**config.mk**
```make
export PLATFORM = sky130hd
export DESIGN_NAME = mem_access_unit
export DESIGN_NICKNAME = d
export VERILOG_FILES = /design/src/rtl/lc3_mem_pkg.sv /design/src/rtl/mem_access_unit.sv
export SDC_FILE = /design/constraint.sdc
export NUM_CORES = 1
export LEC_CHECK = 0
export BUFFER_PORTS_ARGS = -buffer_cell sky130_fd_sc_hd__buf_2
export CAP_MARGIN = 25
export CORE_AREA = 2 2 101 113
export DETAILED_ROUTE_END_ITERATION = 12
export DIE_AREA = 0 0 103 115
export GPL_ROUTABILITY_DRIVEN = 0
export GPL_TIMING_DRIVEN = 0
export PLACE_DENSITY_LB_ADDON = 0.25
export REMOVE_ABC_BUFFERS = 1
export SLEW_MARGIN = 20
export SYNTH_ARGS = -nofsm -noshare
export SYNTH_HDL_FRONTEND = slang
export SYNTH_SLANG_ARGS = --single-unit
```
**constraint.sdc**
```tcl
create_clock -name clk -period 1.5 [get_ports clk]
set_input_delay 0.225 -clock clk [delete_from_list [all_inputs] [get_ports clk]]
set_output_delay 0.225 -clock clk [all_outputs]
set_load 0.03 [all_outputs]
```
**src/rtl/lc3_mem_pkg.sv**
```systemverilog
// Shared memory-phase encoding used by the pipeline controller and the memory access unit.
package lc3_mem_pkg;

  typedef enum logic [1:0] {
    MEM_RD   = 2'd0,
    MEM_IND  = 2'd1,
    MEM_WR   = 2'd2,
    MEM_IDLE = 2'd3
  } mem_state_t;

endpackage

```
**src/rtl/mem_access_unit.sv**
```systemverilog
// Memory access unit: runs one data-memory transaction per controller phase, keeping the
// indirect pointer from an LDI/STI first phase for the following read or write phase.
module mem_access_unit
  import lc3_mem_pkg::*;
(
  input  logic        clk,
  input  logic        rst,
  input  logic [1:0]  mem_state,
  input  logic [15:0] M_Addr,
  input  logic [15:0] M_Data,
  input  logic [15:0] dmem_dout,
  input  logic        dmem_ready,
  output logic        dmem_req,
  output logic        dmem_rd,
  output logic [15:0] dmem_addr,
  output logic [15:0] dmem_din,
  output logic [15:0] memout,
  output logic        complete_data
);

  typedef enum logic [1:0] {
    S_IDLE,
    S_REQ,
    S_DONE
  } state_t;

  state_t     state, state_next;
  mem_state_t ms;
  mem_state_t phase;
  logic [15:0] ptr;
  logic        ptr_valid;
  logic        start;
  logic        finish;

  assign ms = mem_state_t'(mem_state);

  always_ff @(posedge clk) begin
    if (!rst) state <= S_IDLE;
    else      state <= state_next;
  end

  always_comb begin
    state_next = state;
    start      = 1'b0;
    finish     = 1'b0;
    case (state)
      S_IDLE: begin
        if (ms != MEM_IDLE) begin
          start      = 1'b1;
          state_next = S_REQ;
        end
      end
      S_REQ: begin
        if (dmem_ready) begin
          finish     = 1'b1;
          state_next = S_DONE;
        end
      end
      S_DONE: begin
        // Leave only once the controller has moved off this phase, so a phase issues one request.
        if (ms != phase) state_next = S_IDLE;
      end
      default: state_next = S_IDLE;
    endcase
  end

  always_ff @(posedge clk) begin
    if (!rst) begin
      phase     <= MEM_IDLE;
      dmem_rd   <= 1'b1;
      dmem_addr <= '0;
      dmem_din  <= '0;
      memout    <= '0;
      ptr       <= '0;
      ptr_valid <= 1'b0;
    end else begin
      if (start) begin
        phase     <= ms;
        dmem_rd   <= (ms != MEM_WR);
        dmem_din  <= M_Data;
        dmem_addr <= (ptr_valid && (ms == MEM_RD || ms == MEM_WR)) ? ptr : M_Addr;
      end
      if (state == S_IDLE && ms == MEM_IDLE) ptr_valid <= 1'b0;
      if (finish) begin
        case (phase)
          MEM_RD: begin
            memout    <= dmem_dout;
            ptr_valid <= 1'b0;
          end
          MEM_IND: begin
            ptr       <= dmem_dout;
            ptr_valid <= 1'b1;
          end
          MEM_WR:  ptr_valid <= 1'b0;
          default: ;
        endcase
      end
    end
  end

  assign dmem_req      = (state == S_REQ);
  assign complete_data = (state == S_DONE);

endmodule

```
==> impl_summary.log, run 1 <==
INFO  metric status = completed
INFO  metric die_w = 103 um
INFO  metric antenna-diode-count = 0
INFO  metric cellPowerDensity = 1240 mW/mm2
INFO  metric synthesized_area_fraction_occupied_by_xor_and_xnor_cells = 0.622%
INFO  metric synth_top_family_by_area = multiplexers
INFO  metric worst-setup-path-type = reg -> out
INFO  metric ctsHtreeMaxLevel = 3
INFO  metric first_global_vias = 2160
INFO  metric grt_antenna_before_repair = 0
INFO  metric cap_violations = 0
INFO  metric portBuffers = 103
INFO  metric dp_hpwl = around 4400 um
INFO  metric critical-path-max-stage-delay = 470 ps
INFO  metric grt_pass1_wl = between 10000 and 15000 um
INFO  metric leakage = ~1.8 nW
INFO  metric ys_ff_latch = 70
INFO  metric initial_util = 26.3%
INFO  metric use_met3 = 4.19%
INFO  metric critical_path.cell_chain = and2b_1 > buf_2
INFO  metric cell_variety_after_synth = 29
INFO  metric drc = 0
INFO  metric post-route-worst-setup-slack = 85.9 ps
INFO  metric globalRoute.totalOverflow = 0
INFO  metric post_synth.cell_area_avg = 9.55 um2
INFO  metric synth_commonest_cells = nand2_1, dfxtp_1, mux2i_1, o21ai_0, a21boi_0
INFO  metric critical-path-slowest-cell = dfxtp_2
INFO  metric use_met2 = a little under a fifth
INFO  metric critPathRequiredTime = between 1000 and 1500 ps
INFO  metric die_y = 115 um
INFO  metric netlist.top_cell.by_area = dfxtp_1
INFO  metric async_reset_ff_share = 0%
INFO  metric syn_to_final_growth = 32.3%
INFO  metric place_worst_setup_slack = -340 ps
INFO  metric compound_gate_fraction_of_synth_area = 12.2%
INFO  metric floorplan.rows = 40
INFO  metric most_repeated_cell_in_the_gate_level_netlist_after_synthesis = nand2_1
INFO  metric setup-violations-final = 0
INFO  metric netlist_area_before_placement = 0.00282 mm2
INFO  metric viasPerCell = roughly 4.3
INFO  metric grt_most_used_layer = met2
INFO  metric synth_sequential_area_ratio = between 40% and 50%
INFO  metric worst_setup_path_start_kind = register
INFO  metric io-pin-count = 104
INFO  metric detail-route-antenna-nets = 0
INFO  metric slew_viols_final = 0
INFO  metric clock-sinks = 70
INFO  metric clock_skew = 4.66 ps
INFO  metric post_route_cells_drive_above_1_share = 32.8%
INFO  metric cp-end-kind = output pin
INFO  metric worst_skew_pair.late_latency = 320 ps
INFO  metric synth-main-ff-cell = dfxtp_1
INFO  metric cts_tree = done
INFO  metric final_critical_path_required_period = approximately 1400 ps
INFO  metric finalHoldViolCount = 0
INFO  metric timing.slew.headroom = 47.5%
INFO  metric max_freq = 707 MHz
INFO  metric syn_inst_count = about 300
INFO  metric routedWlPerCell = 12.1 um
INFO  metric synth_enable_flop_cells = 0
INFO  metric clk_root_buf = clkbuf_16
INFO  metric grt_util_met1 = 13.9%
INFO  metric rsz0062_at_grt = false
INFO  metric final_core_util = 34.8%
INFO  metric post_synth_main_area_contributors = dfxtp_1, mux2i_1, nand2_1, a21boi_0, o21ai_0
INFO  metric detail_route.iter0.violations = 35
INFO  metric critical_path_peak_fanout = 11
INFO  metric muxShareOfSynthArea = between 10% and 20%
INFO  metric core_region_area = 0.0107 mm2
INFO  metric cts.reportedPaths.clkPinSlew = 50 ps
INFO  metric synthAdderAreaFrac = 0%
INFO  metric detail_route.first_pass.iterations = 4
INFO  metric grt_total_usage = 11.4%
INFO  metric final_min_period_over_clock_period = approximately 94%
INFO  metric yosys.area.top_type_share = 49.7%
INFO  metric drt-total-wl = 6570 um
INFO  metric worst_path_arrival = 1190 ps
INFO  metric tightestPinTransition = 787 ps
INFO  metric yosysWarningCount = 0
INFO  metric detailroute.via_count = 2336
INFO  metric synth_simple_gate_area_share = roughly 15%
INFO  metric nNetsFinal = 445
INFO  metric fill_cells = approximately 1200
INFO  metric number_of_buffers_on_the_longest_clock_path = 2
INFO  metric min_path_type = in -> reg
INFO  metric tritoncts.num_buffers = 9
INFO  metric grt_start_max_net_pins = 87
INFO  metric peakVddDrop = 386 uV
INFO  metric die_area = 0.0118 mm2
[layout make-up]
class                           count  area [um2]  share of cell area, %
Multi-Input combinational cell    203        1280                   34.5
Clock buffer                       14         264                   7.08
Clock inverter                      1        5.00                  0.134
Timing Repair Buffer              108         587                   15.7
Tap cell                          147         184                   4.93
Sequential cell                    70        1400                   37.7
[state kept, by name, indices dropped and copies added (netlist names)]
register / flops
dmem_addr: 16
dmem_din: 16
memout: 16
ptr: 16
phase: 2
state: 2
dmem_rd: 1
ptr_valid: 1
[per-stage QoR]
stage	cells	setup TNS, ps	hold slack (ps)	area (um2)	total power [W]
floorplan	273	-21260	301	2680	0.00245
global placement	523	-62720	441	3370	0.00270
detailed placement	526	-4120	443	3430	0.00273
CTS	543	0	136	3730	0.00469
global route	543	0	149	3730	0.00484
finish	543	0	154	3730	0.00461
[worst max-delay path: cells and delay by family (launching register included)]
family | cells | cell delay (ps)
flops | 1 | 470
simple gates | 1 | 220
buf+inv | 1 | 170
[per-layer routing]
layer	part of all wire (%)	vias up
met5	0	-
met4	1.4	0
met3	6.5	8
met2	47	65
met1	45	1070
li1	-	1193
[layout by cell type (no fill, tap or decap), drive strengths merged, types with 2 or more instances in the layout]
cell,count
a21boi,17
a21oi,16
buf,108
clkbuf,14
dfxtp,70
mux2i,48
nand2,83
nand2b,2
nand3b,2
nor2,2
nor3,3
o21ai,19
xnor2,2
[what timing repair did]
| item | in CTS | in global routing |
|---|---|---|
| endpoints found under the setup margin | 43 | 37 |
| buffers inserted | 2 | 0 |
| hold buffers | 0 | 0 |
| gates cloned | 0 | 0 |
| hold endpoints to repair | 0 | 0 |
| pin swaps | 2 | 1 |
| resized for setup | 1 | 2 |
[where the power goes]
group	total (W)	switching [W]	internal (W)
clock network	0.00193	0.000729	0.00120
registers	0.00203	0.0000648	0.00197
logic	0.000654	0.000422	0.000232
[logic make-up after synthesis]
kind of cell | Yosys count
AOI/OAI and AO/OA | 56
buffers and inverters | 22
muxes | 48
and+or+nand+nor | 97
xor gates and xnor gates | 2
DFF | 70
[final timing paths]
check	startpoint	to	slack, ps	cells after the start
worst min register to register	memout[7]	memout[7]	450	2
worst max-delay path	state[0]	complete_data	90	2
worst max register to register	state[1]	ptr[0]	180	3
worst min-delay path	M_Data[2]	dmem_din[2]	150	3
(Power assumes the default switching activity.)
==> run 2, diff against run 1 <==
- CORE_AREA: 2 2 101 113 -> 2 2 76 85
- DIE_AREA: 0 0 103 115 -> 0 0 78 87
- PLACE_DENSITY: default -> 0.78
- PLACE_DENSITY_LB_ADDON: 0.25 -> default
==> run 2 against run 1 <==
Fmax down 0.93%. Sequential share of layout area increased by 1.8 points. Register-to-register slack lost 110 ps. Non-clock buffer count is 1 higher. Clock power shrank 28%. Sequential power about the same. Worst setup slack worse by 13 ps. Clock-buffer cell count fell by 1. Design area fell by 4.6%. Global-route usage rose by 5.9 points. Critical endpoint is now dmem_addr[13].
==> impl_summary.log, run 2 (same netlist as run 1, synthesis figures left out) <==
INFO  metric ctsHtreeMaxLevel = 3 (unchanged)
INFO  metric portBuffers = 103 (unchanged)
INFO  metric clk_root_buf = clkbuf_8 (was clkbuf_16)
INFO  metric worst-setup-path-type = reg -> reg (was reg -> out)
INFO  metric grt_start_max_net_pins = 87 (unchanged)
INFO  metric post_dp_cell_area = 0.00335 mm2 (was 0.00343 mm2)
INFO  metric status = completed (unchanged)
INFO  metric cts_tree = done (unchanged)
INFO  metric dp_hpwl = 4020 um (was 4430 um)
INFO  metric timing.rr.start = ptr_valid (was state[1])
INFO  metric tightestPinTransition = 743 ps (was 787 ps)
INFO  metric timing.reg2reg.setup_slack = 70 ps (was 180 ps)
INFO  metric leakage = 1.80 nW (was 1.83 nW)
INFO  metric cts-hold-fix-buffers = 0 (unchanged)
INFO  metric initial_util = 46.9% (was 26.3%)
INFO  metric cts.reportedPaths.clkPinSlew = 70 ps (was 50 ps)
INFO  metric tritoncts.num_buffers = 9 (unchanged)
INFO  metric slew_viols_final = 0 (unchanged)
INFO  metric final_area = 0.00356 mm2 (was 0.00373 mm2)
INFO  metric detailroute.via_count = 2333 (was 2336)
INFO  metric io-pin-count = 104 (unchanged)
INFO  metric worst_skew_pair.late_latency = 340 ps (was 320 ps)
INFO  metric detail-route-antenna-nets = 0 (unchanged)
INFO  metric clock_skew = 11.7 ps (was 4.66 ps)
INFO  metric setup-tns-final = 0 ps (unchanged)
INFO  metric rsz0062_at_grt = false (unchanged)
INFO  metric antenna-diode-count = 0 (unchanged)
INFO  metric worst_setup_path_start_kind = register (unchanged)
INFO  metric viasPerCell = 4.88 (was 4.30)
INFO  metric max_freq = 701 MHz (was 707 MHz)
INFO  metric floorplan.rows = 30 (was 40)
INFO  metric nNetsFinal = 446 (was 445)
INFO  metric detail_route.iter0.violations = 90 (was 35)
INFO  metric drc = 0 (unchanged)
INFO  metric grt_pass1_wl = 9300 um (was 10400 um)
INFO  metric min_path_type = in -> reg (unchanged)
INFO  metric final_critical_path_required_period = 1430 ps (was 1410 ps)
INFO  metric clock-sinks = 70 (unchanged)
INFO  metric layout_commonest_cell = buf_2 (unchanged)
INFO  metric drt-total-wl = 5860 um (was 6570 um)
INFO  metric peakVddDrop = 711 uV (was 386 uV)
INFO  metric grt_total_usage = 17.3% (was 11.4%)
INFO  metric syn_to_final_growth = 26.2% (was 32.3%)
INFO  metric critical_path_peak_fanout = 9 (was 11)
INFO  metric cap_violations = 0 (unchanged)
INFO  metric die_w = 78 um (was 103 um)
INFO  metric routedWlPerCell = 12.3 um (was 12.1 um)
INFO  metric grt_antenna_before_repair = 0 (unchanged)
INFO  metric min_to = dmem_din[15] (was dmem_din[2])
INFO  metric min_delay_path_depth = 3 (unchanged)
INFO  metric die_area = 0.00679 mm2 (was 0.0118 mm2)
INFO  metric setup-violations-final = 0 (unchanged)
INFO  metric r2r_cells = 4 (was 3)
INFO  metric die_y = 87 um (was 115 um)
INFO  metric globalRoute.totalOverflow = 0 (unchanged)
INFO  metric cp-end-kind = register (was output pin)
INFO  metric critical_path.reg2reg.endpoint = dmem_addr[13] (was ptr[0])
INFO  metric critPathRequiredTime = 1720 ps (was 1270 ps)
INFO  metric final_min_period_over_clock_period = 95.2% (was 94.3%)
INFO  metric layout.cells.most_common_list = buf_2, nand2_1, dfxtp_1, mux2i_1, o21ai_0 (unchanged)
INFO  metric core_region_area = 0.00601 mm2 (was 0.0107 mm2)
INFO  metric number_of_buffers_on_the_longest_clock_path = 2 (unchanged)
INFO  metric detail_route.first_pass.iterations = 4 (unchanged)
INFO  metric post_route_cells_drive_above_1_share = 33.2% (was 32.8%)
INFO  metric timing.slew.headroom = 50.5% (was 47.5%)
INFO  metric first_global_vias = 2113 (was 2160)
INFO  metric worst_path_arrival = 1650 ps (was 1190 ps)
INFO  metric worstHoldStart = M_Data[15] (was M_Data[2])
INFO  metric finalHoldViolCount = 0 (unchanged)
INFO  metric cellPowerDensity = 1140 mW/mm2 (was 1240 mW/mm2)
-- run 2: what timing repair did --
item	CTS	global route
gates resized for setup	2	0
hold endpoints to repair	0	0
setup buffers	3	0
endpoints found under the setup margin	39	0
-- run 2: worst max path at each step --
| stage | endpoint | from | cells past startpoint |
|---|---|---|---|
| floorplan | dmem_addr[0] | state[0] | 3 |
| global placement | dmem_addr[1] | state[0] | 3 |
| detailed placement | memout[1] | state[0] | 3 |
| CTS | complete_data | state[0] | 2 |
| global route | complete_data | state[0] | 2 |
| finish | dmem_addr[13] | ptr_valid | 4 |
-- run 2: stage by stage --
step	power [W]	worst slack (ps)	util (%)	hold slack (ps)	std cells
2_1_floorplan	0.00245	-683	-	301	273
3_3_place_gp	0.00268	-1440	54.8	440	456
3_5_place_dp	0.00272	-479	55.7	448	459
4_1_cts	0.00412	49.4	59.2	122	478
5_1_grt	0.00426	2.76	59.2	133	478
6_report	0.00407	72.7	59.2	138	478
-- run 2: worst max-delay path, cell delays in order, from the launching register on --
cell and delay, ps:
dfxtp_1 320, nand2b_1 480, buf_8 230, mux2i_1 190
a21oi_1 90
-- run 2: cell type report --
type / count / area (um2)
Clock buffer: 13 / 169
Clock inverter: 3 / 17.5
Fill cell: 526 / 2450
Multi-Input combinational cell: 203 / 1280
Sequential cell: 70 / 1400
Tap cell: 80 / 100
Timing Repair Buffer: 109 / 586
-- run 2: report_power, final --
part           switching, W  total [W]  internal, W
Combinational      0.000418   0.000651     0.000234
Sequential        0.0000636    0.00203      0.00196
Clock              0.000661    0.00139     0.000731
Total               0.00114    0.00407      0.00293
-- run 2: per-layer routing --
metal / vias to the layer above / global-route usage (%) / routed length (um)
met5: - / 0 / 0
met2: 79 / 30.3 / 2760
li1: 1189 / - / -
met1: 1052 / 19.7 / 2590
met4: 0 / 8.13 / 100
met3: 13 / 4.67 / 406
==> run 3, diff against run 2 <==
- clock period: 1.5 -> 1.6 ns (I/O delays scaled with it)
==> run 3 against run 2 <==
Core utilization is the same. Non-clock buffer count is the same. Critical path type is now reg -> out. Clock power is 6% lower. Sequential power is 6% lower. Global-route usage is essentially flat. Hold slack better by 14 ps. Combinational power is 6.3% lower. First-iteration DRC count shrank 1.1%. Clock skew is essentially flat. Register-to-register slack better by 97 ps. Worst setup slack better by 89 ps.
==> impl_summary.log, run 3 (same netlist as run 1, synthesis figures left out) <==
INFO  metric die_y = 87 um (unchanged)
INFO  metric max_freq = 695 MHz
INFO  metric first_global_vias = 2115 (was 2113)
INFO  metric worst_setup_path_start_kind = register (unchanged)
INFO  metric final_min_period_over_clock_period = 89.9%
INFO  metric drt-total-wl = 5860 um (about the same)
INFO  metric detail_route.first_pass.iterations = 4 (unchanged)
INFO  metric place_worst_setup_slack = -379 ps (was -479 ps)
INFO  metric clock-sinks = 70 (unchanged)
INFO  metric critical_path_peak_fanout = 11 (was 9)
INFO  metric grt_total_usage = 17.3% (about the same)
INFO  metric nNetsFinal = 446 (unchanged)
INFO  metric post_route_cells_drive_above_1_share = 33.2% (unchanged)
INFO  metric cp-end-kind = output pin (was register)
INFO  metric slew_viols_final = 0 (unchanged)
INFO  metric p_sw = 0.00107 W (was 0.00114 W)
INFO  metric syn_to_final_growth = 26.2% (unchanged)
INFO  metric finalHoldViolCount = 0 (unchanged)
INFO  metric layout_commonest_cell = buf_2 (unchanged)
INFO  metric clock_power_share = 34.2% (about the same)
INFO  metric fill_cells = 526 (unchanged)
INFO  metric sw_frac_of_total = 28.1% (about the same)
INFO  metric cts-hold-fix-buffers = 0 (unchanged)
INFO  metric worst_skew_pair.late_latency = 340 ps (about the same)
INFO  metric io-pin-count = 104 (unchanged)
INFO  metric post_dp_cell_area = 0.00335 mm2 (unchanged)
INFO  metric peakVddDrop = 667 uV (was 711 uV)
INFO  metric antenna-diode-count = 0 (unchanged)
INFO  metric status = completed (unchanged)
INFO  metric share_comb_of_total_power = 16.0% (about the same)
INFO  metric grt_antenna_before_repair = 0 (unchanged)
INFO  metric die_w = 78 um (unchanged)
INFO  metric worst-setup-path-type = reg -> out (was reg -> reg)
INFO  metric clk_root_buf = clkbuf_8 (unchanged)
INFO  metric placed_cells = 459 (unchanged)
INFO  metric floorplan.rows = 30 (unchanged)
INFO  metric critPathRequiredTime = 1360 ps (was 1720 ps)
INFO  metric post-route-worst-setup-slack = 161 ps (was 72.7 ps)
INFO  metric power.sequential.fraction = 49.8% (about the same)
INFO  metric area_used_by_multi_input_combinational_logic = 0.00128 mm2 (unchanged)
INFO  metric tightestPinTransition = 733 ps (was 743 ps)
INFO  metric setup-violations-final = 0 (unchanged)
INFO  metric cap_violations = 0 (unchanged)
INFO  metric viasPerCell = 4.88 (unchanged)
INFO  metric clock_skew = 11.7 ps (about the same)
INFO  metric initial_util = 46.9% (unchanged)
INFO  metric detail-route-antenna-nets = 0 (unchanged)
INFO  metric ctsHtreeMaxLevel = 3 (unchanged)
INFO  metric leakage = 1.80 nW (unchanged)
INFO  metric rsz0062_at_grt = false (unchanged)
INFO  metric tritoncts.num_buffers = 9 (unchanged)
INFO  metric final_critical_path_required_period = between 1000 and 1500 ps
INFO  metric number_of_buffers_on_the_longest_clock_path = 2 (unchanged)
INFO  metric setup-tns-final = 0 ps (unchanged)
INFO  metric timing.slew.headroom = 51.1% (was 50.5%)
INFO  metric dp_hpwl = 4020 um (unchanged)
INFO  metric sequential_cell_area = 0.00140 mm2 (unchanged)
INFO  metric globalRoute.totalOverflow = 0 (unchanged)
INFO  metric detail_route.iter0.violations = 89 (was 90)
INFO  metric final_area = 0.00356 mm2 (unchanged)
INFO  metric cts.reportedPaths.clkPinSlew = 70 ps (about the same)
INFO  metric grt_pass1_wl = 9310 um (was 9300 um)
INFO  metric worst_path_arrival = 1200 ps (was 1650 ps)
INFO  metric cellPowerDensity = 1070 mW/mm2 (was 1140 mW/mm2)
INFO  metric cts_tree = done (unchanged)
INFO  metric cell_internal_pwr = 0.00274 W (was 0.00293 W)
INFO  metric layout.cells.most_common_list = buf_2, nand2_1, dfxtp_1, mux2i_1, o21ai_0 (unchanged)
INFO  metric portBuffers = 103 (unchanged)
INFO  metric die_area = 0.00679 mm2 (unchanged)
INFO  metric routedWlPerCell = 12.2 um (was 12.3 um)
INFO  metric grt_start_max_net_pins = 87 (unchanged)
INFO  metric core_region_area = 0.00601 mm2 (unchanged)
INFO  metric drc = 0 (unchanged)
INFO  metric min_path_type = in -> reg (unchanged)
INFO  metric detailroute.via_count = 2333 (unchanged)
INFO  metric filler_free_cell_count_of_the_finished_design = 478 (unchanged)
-- run 3: cell counts in the layout (fill, tap and decap cells not counted) --
Identical to the previous run, type by type.
-- run 3: final cells by class --
type | instances | share of cell area (%)
Tap cell | 80 | 2.81
Clock buffer | 13 | 4.75
Multi-Input combinational cell | 203 | 36.0
Sequential cell | 70 | 39.5
Timing Repair Buffer | 109 | 16.5
Clock inverter | 3 | 0.492
-- run 3: power groups by stage --
stage | Clock (W) | Sequential (W) | Combinational, W
after floorplan | 0 | 0.00210 | 0.000200
after CTS | 0.00135 | 0.00190 | 0.000615
after global routing | 0.00142 | 0.00191 | 0.000666
final | 0.00131 | 0.00190 | 0.000610
after global placement | 0 | 0.00193 | 0.000576
after detailed placement | 0 | 0.00194 | 0.000609
-- run 3: layer usage --
| metal | vias up | global-route usage [%] | routed length [um] |
|---|---|---|---|
| met2 | 81 | 30.3 | 2770 |
| met5 | - | 0 | 0 |
| met4 | 0 | 8.13 | 100 |
| met3 | 13 | 4.67 | 409 |
| met1 | 1050 | 19.8 | 2580 |
| li1 | 1189 | - | - |
-- run 3: path summary, 6_finish.rpt --
check,depth (start not counted),slack (ps),end,startpoint
hold / removal,3,150,dmem_din[15],M_Data[15]
hold reg to reg,2,460,memout[0],memout[0]
setup / recovery,2,160,complete_data,state[0]
setup reg to reg,4,170,dmem_addr[13],ptr_valid
-- run 3: repair_timing --
| action | 4_1_cts | 5_1_grt |
|---|---|---|
| endpoints found under the setup margin | 36 | 2 |
| buffers inserted | 3 | 0 |
| pin swaps | 2 | 0 |
| gates resized for setup | 1 | 1 |
| cloned | 0 | 0 |
-- run 3: stage by stage --
stage | hold slack, ps | utilization (%) | total power, W
finish | 152 | 59.2 | 0.00382
CTS | 137 | 59.2 | 0.00386
global placement | 440 | 54.8 | 0.00251
global route | 148 | 59.2 | 0.00400
detailed placement | 448 | 55.7 | 0.00255
floorplan | 316 | - | 0.00230
-- run 3: worst max-delay path, cell delays in order, from the launching register on --
cell and delay, ps:
dfxtp_2 470, and2b_1 220, buf_2 170
